[src/rtl/booth_mult_seq_ctrl.sv]
// Signed radix-2 Booth multiplication sequencer driving an external add/sub unit.
// Optional feature macro: BOOTH_ZERO_SKIP_EN (zero-operand early completion).
module booth_mult_seq_ctrl #(
    parameter int WIDTH = 8
) (
    input  logic                 clk,
    input  logic                 rst_n,
    input  logic                 start,
    input  logic [WIDTH-1:0]     mcand,
    input  logic [WIDTH-1:0]     mplier,
    output logic                 busy,
    output logic                 done,
    output logic [2*WIDTH-1:0]   product,
    output logic [WIDTH-1:0]     as_a,
    output logic [WIDTH-1:0]     as_b,
    output logic                 as_sub,
    input  logic [2*WIDTH-1:0]   as_r,
    input  logic                 as_cout,
    input  logic                 as_c7
);

    localparam int CNT_W = (WIDTH > 1) ? $clog2(WIDTH) : 1;
    localparam logic [CNT_W-1:0] CNT_LAST = CNT_W'(WIDTH - 1);

    typedef enum logic [1:0] {
        ST_IDLE = 2'd0,
        ST_ITER = 2'd1,
        ST_DONE = 2'd2
    } state_t;

    state_t               state_r;
    state_t               state_next_s;
    logic [WIDTH-1:0]     a_r;
    logic [WIDTH-1:0]     q_r;
    logic [WIDTH-1:0]     m_r;
    logic                 qm1_r;
    logic [CNT_W-1:0]     count_r;
    logic                 busy_r;
    logic                 done_r;
    logic [2*WIDTH-1:0]   product_r;

    logic                 accept_s;
    logic                 last_step_s;
    logic [1:0]           booth_ctl_s;
    logic [WIDTH-1:0]     sum_s;
    logic                 ovf_s;
    logic                 sign_s;
    logic [WIDTH-1:0]     a_step_s;
    logic [WIDTH-1:0]     q_step_s;
    logic                 unused_s;

`ifdef BOOTH_ZERO_SKIP_EN
    logic                 zero_op_s;
    assign zero_op_s = (mcand == '0) || (mplier == '0);
`endif

    // Booth recoding of {Q[0], Q-1}: returns {use_m, subtract}.
    function automatic logic [1:0] booth_ctl(input logic [1:0] sel);
        logic [1:0] ctl;
        case (sel)
            2'b01:   ctl = 2'b10;
            2'b10:   ctl = 2'b11;
            default: ctl = 2'b00;
        endcase
        return ctl;
    endfunction

    assign accept_s    = start && (state_r != ST_ITER);
    assign last_step_s = (state_r == ST_ITER) && (count_r == CNT_LAST);
    assign booth_ctl_s = booth_ctl({q_r[0], qm1_r});

    // The adder only computes WIDTH bits; the upper result half is ignored.
    assign unused_s = ^as_r[2*WIDTH-1:WIDTH];

    // Adder operand steering; idle operands are forced to zero outside ITER.
    always_comb begin
        as_a   = '0;
        as_b   = '0;
        as_sub = 1'b0;
        if (state_r == ST_ITER) begin
            as_a   = a_r;
            as_b   = booth_ctl_s[1] ? m_r : '0;
            as_sub = booth_ctl_s[0];
        end else begin
            as_a   = '0;
            as_b   = '0;
            as_sub = 1'b0;
        end
    end

    // Shift step: the true sum sign is S[MSB] corrected by overflow, so -2^(W-1) cases stay exact.
    always_comb begin
        sum_s    = as_r[WIDTH-1:0];
        ovf_s    = as_cout ^ as_c7;
        sign_s   = sum_s[WIDTH-1] ^ ovf_s;
        a_step_s = {sign_s, sum_s[WIDTH-1:1]};
        q_step_s = {sum_s[0], q_r[WIDTH-1:1]};
    end

    // Next-state logic.
    always_comb begin
        state_next_s = state_r;
        case (state_r)
            ST_IDLE, ST_DONE: begin
                if (accept_s) begin
`ifdef BOOTH_ZERO_SKIP_EN
                    state_next_s = zero_op_s ? ST_DONE : ST_ITER;
`else
                    state_next_s = ST_ITER;
`endif
                end else begin
                    state_next_s = ST_IDLE;
                end
            end
            ST_ITER: begin
                if (count_r == CNT_LAST) begin
                    state_next_s = ST_DONE;
                end else begin
                    state_next_s = ST_ITER;
                end
            end
            default: state_next_s = ST_IDLE;
        endcase
    end

    // State register with registered busy/done decoded from the next state.
    always_ff @(posedge clk or negedge rst_n) begin
        if (!rst_n) begin
            state_r <= ST_IDLE;
            busy_r  <= 1'b0;
            done_r  <= 1'b0;
        end else begin
            state_r <= state_next_s;
            busy_r  <= (state_next_s == ST_ITER);
            done_r  <= (state_next_s == ST_DONE);
        end
    end

    // Operand capture and Booth iteration registers.
    always_ff @(posedge clk or negedge rst_n) begin
        if (!rst_n) begin
            a_r     <= '0;
            q_r     <= '0;
            m_r     <= '0;
            qm1_r   <= 1'b0;
            count_r <= '0;
        end else if (accept_s) begin
            a_r     <= '0;
            q_r     <= mplier;
            m_r     <= mcand;
            qm1_r   <= 1'b0;
            count_r <= '0;
        end else if (state_r == ST_ITER) begin
            a_r     <= a_step_s;
            q_r     <= q_step_s;
            qm1_r   <= q_r[0];
            count_r <= count_r + CNT_W'(1);
        end else begin
            a_r     <= a_r;
            q_r     <= q_r;
            m_r     <= m_r;
            qm1_r   <= qm1_r;
            count_r <= count_r;
        end
    end

    // Product register, written only when entering DONE.
    always_ff @(posedge clk or negedge rst_n) begin
        if (!rst_n) begin
            product_r <= '0;
        end else if (last_step_s) begin
            product_r <= {a_step_s, q_step_s};
`ifdef BOOTH_ZERO_SKIP_EN
        end else if (accept_s && zero_op_s) begin
            product_r <= '0;
`endif
        end else begin
            product_r <= product_r;
        end
    end

    assign busy    = busy_r;
    assign done    = done_r;
    assign product = product_r;

endmodule

[config.mk]
export PLATFORM = sky130hd
export DESIGN_NAME = booth_mult_seq_ctrl
export DESIGN_NICKNAME = d
export VERILOG_FILES = /design/src/rtl/booth_mult_seq_ctrl.sv
export SDC_FILE = /design/constraint.sdc
export NUM_CORES = 1
export LEC_CHECK = 0
export CAP_MARGIN = 20
export CELL_PAD_IN_SITES_DETAIL_PLACEMENT = 1
export CELL_PAD_IN_SITES_GLOBAL_PLACEMENT = 2
export CORE_MARGIN = 4
export CORE_UTILIZATION = 28
export DETAILED_ROUTE_END_ITERATION = 8
export PLACE_DENSITY_LB_ADDON = 0.1
export SLEW_MARGIN = 30
export SYNTH_ARGS = -nofsm -noshare
export SYNTH_HDL_FRONTEND = slang
export SYNTH_SLANG_ARGS = --single-unit
[constraint.sdc]
create_clock -name clk -period 1.9 [get_ports clk]
set_clock_uncertainty 0.15 [all_clocks]
set_input_delay 0.38 -clock clk [delete_from_list [all_inputs] [get_ports clk]]
set_output_delay 0.38 -clock clk [all_outputs]
set_load 0.02 [all_outputs]
# == Word-level counts from Yosys, hierarchy flattened ==
# Cells that the tools add are included.
# classes
n_eq_ne,8
addsub,1
reduce_logical,5
n_mux,16
bitwise_logic,2
# ops
cell,count
$mux W8,7
$pmux W2 S2,2
$eq A2 B1 Y1 const B,3
$eq A2 B2 Y1 const B,3
$mux W3,2
$mux W1,4
$add A3 B1 Y3 const B,1
$eq A3 B3 Y1 const B,1
$logic_and A1 B1 Y1,2
$logic_not A2 Y1,1
$mux W2,1
$ne A2 B1 Y1 const B,1
$reduce_bool A2 Y1,1
$reduce_or A2 Y1,1
$xor A1 B1 Y1,2
# word_totals
word_cells,41
reg_bits,48
out_inout_bits,35
inputBits,37

# == Longest topological paths before layout ==
# depth
depth_word,5
ltp_mapped,7

# == Worst setup path before layout ==
# No wires, ideal clock.
# synth_path
path_kind,register -> output
from,reg q_r[0]
to,out as_b[0]
path_stages_with_launch,4
arrival_time_ps,1143
path_buffers,0
path_slack_ps,227
path_cell_list,dfrtp_1 -> ha_1 -> nor2_1 -> and2_1
# synth_between
elab_chain_cells,4
# synth_rtl
item,line_no,source
"start, declared",34,logic [WIDTH-1:0] q_r;
"start signal, assigned",149,q_r <= mplier;
"start signal, assigned",155,q_r <= q_step_s;
"start signal, assigned",160,q_r <= q_r;
$eq A2 B2 Y1 / $eq A2 B1 Y1 (equally long branches),60,case (sel)
$pmux W2 S2 (*),60,
$mux W8 (*),82,as_b = booth_ctl_s[1] ? m_r : '0;
$mux W8 (*),80,if (state_r == ST_ITER) begin
"end, declared",15,"output logic [WIDTH-1:0] as_b,"
# Mark *: on every way between the ends. The rest lies on a longest branch, timed or not.

# == Worst setup path after layout ==
# layout_path
from,reg qm1_r
to,out as_b[4]
# layout_between
elab_chain_cells,4
# layout_rtl
item,line_no,source
"start, declared",36,logic qm1_r;
"start signal, assigned",156,qm1_r <= q_r[0];
"start signal, assigned",162,qm1_r <= qm1_r;
$eq A2 B2 Y1 / $eq A2 B1 Y1 (equally long branches),60,
$pmux W2 S2 (*),60,
$mux W8 (*),82,
$mux W8 (*),80,
# Marked as above.

==> results.sh <==
export IMPL_final_max_slew_violation_count=0
export IMPL_synth_top_area_share=0.567
export IMPL_placed_area_um2=2950
export IMPL_totalWireLength_mm=5.32
export IMPL_synth_compound_area_frac=0.0296
export IMPL_slew_headroom=0.685
export IMPL_syn_inst=174
export IMPL_path_buf_inv=3
export IMPL_grtUsageTotal=0.126
export IMPL_clockRootBuffer="clkbuf_8"
export IMPL_r2r_end="product[6]$_DFFE_PN0P_"
export IMPL_p_per_area_nw_per_um2=1820
export IMPL_rows=31
export IMPL_worst_r2r_setup_slack_ps=130
export IMPL_tightest_slew_ps=472
export IMPL_numCtsBuffers=5
export IMPL_antenna_left=0
export IMPL_final_period_utilization=1.03
export IMPL_ir_drop_v=0.000630
export IMPL_via_per_inst=4.37
export IMPL_syn_area_um2=2120
export IMPL_synth_simple_area_share=0.155
export IMPL_core_um2=7290
export IMPL_path_depth=6
export IMPL_synthMuxAreaShare=0.181
export IMPL_area_delta_synth_final_pct=48.3
export IMPL_max_stage_delay_ps=390
export IMPL_synth_area_leaders="dfrtp_1 (57%), mux2_2 (10%), and2_1 (5.0%)"
export IMPL_crit_top_cell="buf_6"
export IMPL_outcome="finished with violations"
export IMPL_grt_pass1_vias=1705
export IMPL_cts_tree="built"
export IMPL_grt_overflow_total=0
export IMPL_synth_area_per_cell_um2=12.2
export IMPL_final_nets=294
export IMPL_post_place_ws_ps=-313
export IMPL_path_cells="inv_2, ha_4, nor2_4, buf_6, and2_4, buf_6"
export IMPL_ys_ff_latch=48
export IMPL_synth_top_family_by_area="multiplexers"
export IMPL_post_place_cells=342
export IMPL_die_y_um=95.0
export IMPL_grt_pass1_wl_mm=8.73
export IMPL_ys_warn_count=0
export IMPL_setup_viol=8
export IMPL_reg2reg_from="count_r[0]$_DFFE_PN0P_"
export IMPL_synthXorXnorAreaFrac=0.00827
export IMPL_hold_path_class="reg -> reg"
export IMPL_cp_top_family="flip-flops"
export IMPL_synth_top_area_cell="dfrtp_1"
export IMPL_syn_num_nets=214
export IMPL_place_congestion=0.665
export IMPL_ys_seq_area_frac=0.567
export IMPL_reg2reg_depth=5
export IMPL_die_area_um2=9020
export IMPL_total_power_uw=5730
export IMPL_htree_levels=2
export IMPL_whs_endpoint="a_r[4]$_DFFE_PN0P_"
export IMPL_clk_pin_slew_worst_paths_ps=90
export IMPL_vias=1548
export IMPL_io_pins=72
export IMPL_cts_sinks=48
export IMPL_start_util=0.290
export IMPL_arrival_ps=1430
export IMPL_wl_per_cell_um=15.0
export IMPL_grt_max_degree=31
export IMPL_hpwl_mm=3.83
export IMPL_fin_crit_ps=1960
export IMPL_layout_setup_ws_ps=-55.8
export IMPL_synth_cell_type_count=22
export IMPL_io_buffers=63
export IMPL_violations="setup timing"
export IMPL_fp_dieW_um=95.0
export IMPL_rsz0062_at_grt="yes"
export IMPL_drt_iter0_drc=40
export IMPL_cts_path_max_buffers=2
export IMPL_final_common_cell="dfrtp_1"
export IMPL_slowest_stage="dfrtp_1"
export IMPL_maxCapViolCount=0
export IMPL_cp_start_kind="register"
export IMPL_whs_path_depth=2
export IMPL_remaining_drc_errors=0
export IMPL_hold_viol=0
export IMPL_stdcell_count=354
export IMPL_drive_above_1_share=0.329
export IMPL_cp_max_fo=8
export IMPL_grt_antenna_before_repair=0
export IMPL_antenna_cells=0
export IMPL_clk_latency_ps=300
export IMPL_dr_pass1_iters=4
export IMPL_worstSetupPathType="reg -> out"
export IMPL_critPathRequiredTime_ps=1370
export IMPL_max_freq_ghz=0.511
export IMPL_p_leak_uw=0.00147
export IMPL_min_from="a_r[4]$_DFFE_PN0P_"
export IMPL_nFillCells=829
export IMPL_synth_adder_area_share=0.0177
export IMPL_critPathCaptureType="output port"
export IMPL_final_cell_mix="dfrtp_1 (48), clkdlybuf4s50_1 (44), nand2_1 (28)"
export IMPL_stdcell_area_um2=3140
-- area by class of cell --
class | count | area, um^2 | share of cell area
multi-input combinational | 112 | 872 | 0.278
timing repair buffer | 84 | 806 | 0.257
clock buffer | 7 | 96.3 | 0.0307
inverter | 3 | 11.3 | 0.00359
clock inverter | 1 | 30.0 | 0.00956
sequential | 48 | 1200 | 0.382
tap | 99 | 124 | 0.0394
-- kinds of logic after synthesis --
kind of cell | Yosys count
and+or+nand+nor | 62
DFF | 48
muxes | 33
buffers and inverters | 14
AOI/OAI and AO/OA | 12
adders and majority gates | 3
xor gates and xnor gates | 2
-- worst reg2reg max path: cells and delay by family (launching register included) --
| kind | cells | cell delay (ps) |
|---|---|---|
| adders and majority gates | 2 | 390 |
| and+or+nand+nor | 1 | 160 |
| DFF | 1 | 410 |
| buffers and inverters | 1 | 190 |
| muxes | 1 | 360 |
-- worst max path at each step --
stage                             startpoint  endpoint  slack (ps)
after floorplan           q_r[0]$_DFFE_PN0P_   as_b[0]         230
after global placement    q_r[0]$_DFFE_PN0P_   as_b[2]        -270
after detailed placement  q_r[0]$_DFFE_PN0P_   as_b[4]        -310
after CTS                  qm1_r$_DFFE_PN0P_   as_b[4]         -80
after global routing       qm1_r$_DFFE_PN0P_   as_b[6]        -140
final                      qm1_r$_DFFE_PN0P_   as_b[4]         -60
-- synthesized netlist by cell type --
cell       n
mux2_4     6
clkbuf_1   1
buf_12     1
xnor2_1    1
inv_1      3
dfrtp_1   48
o31ai_1    1
buf_6      1
mux2_2    19
o21ai_0   11
nand2b_1   1
nand3b_1  12
nand2_1   28
xor2_1     1
nor2_1     2
clkbuf_2   1
ha_1       3
and2_1    17
mux2i_1    8
nand2_2    1
buf_2      7
nor2b_1    1
-- flip-flops by register name, summed over array words and instances, names as in the netlist --
| name | flops |
|---|---|
| qm1_r | 1 |
| q_r | 8 |
| product | 16 |
| state_r | 2 |
| done | 1 |
| a_r | 8 |
| busy | 1 |
| m_r | 8 |
| count_r | 3 |
-- power by group --
| part | switching, uW | internal (uW) | total, uW |
|---|---|---|---|
| clock network | 345 | 465 | 809 |
| registers | 264 | 1510 | 1770 |
| logic | 1480 | 1670 | 3150 |
| total | 2090 | 3640 | 5730 |
-- routing by layer --
layer | wire length [um] | share of wire | GRT usage | vias to the layer above
li1 | - | - | - | 732
met1 | 2270 | 0.43 | 0.152 | 764
met2 | 2620 | 0.49 | 0.216 | 47
met3 | 364 | 0.068 | 0.0375 | 5
met4 | 63 | 0.012 | 0.0397 | 0
met5 | 0 | 0 | 0 | -
-- metrics by stage --
stage / setup TNS, ps / util / hold WS, ps
global placement: -2630 / 0.404 / 194
CTS: -618 / 0.426 / 363
finish: -415 / 0.431 / 362
floorplan: 0 / - / -65.6
global route: -1110 / 0.431 / 380
detailed placement: -2880 / 0.404 / 212
-- timing repair --
action | CTS | global route
hold buffers | 1 | 0
setup buffers | 2 | 1
pin swaps | 10 | 0
resized for setup | 97 | 9
hold endpoints to repair | 18 | 0
endpoints found under the setup margin | 17 | 16
Power figures use the tool's default switching activity.
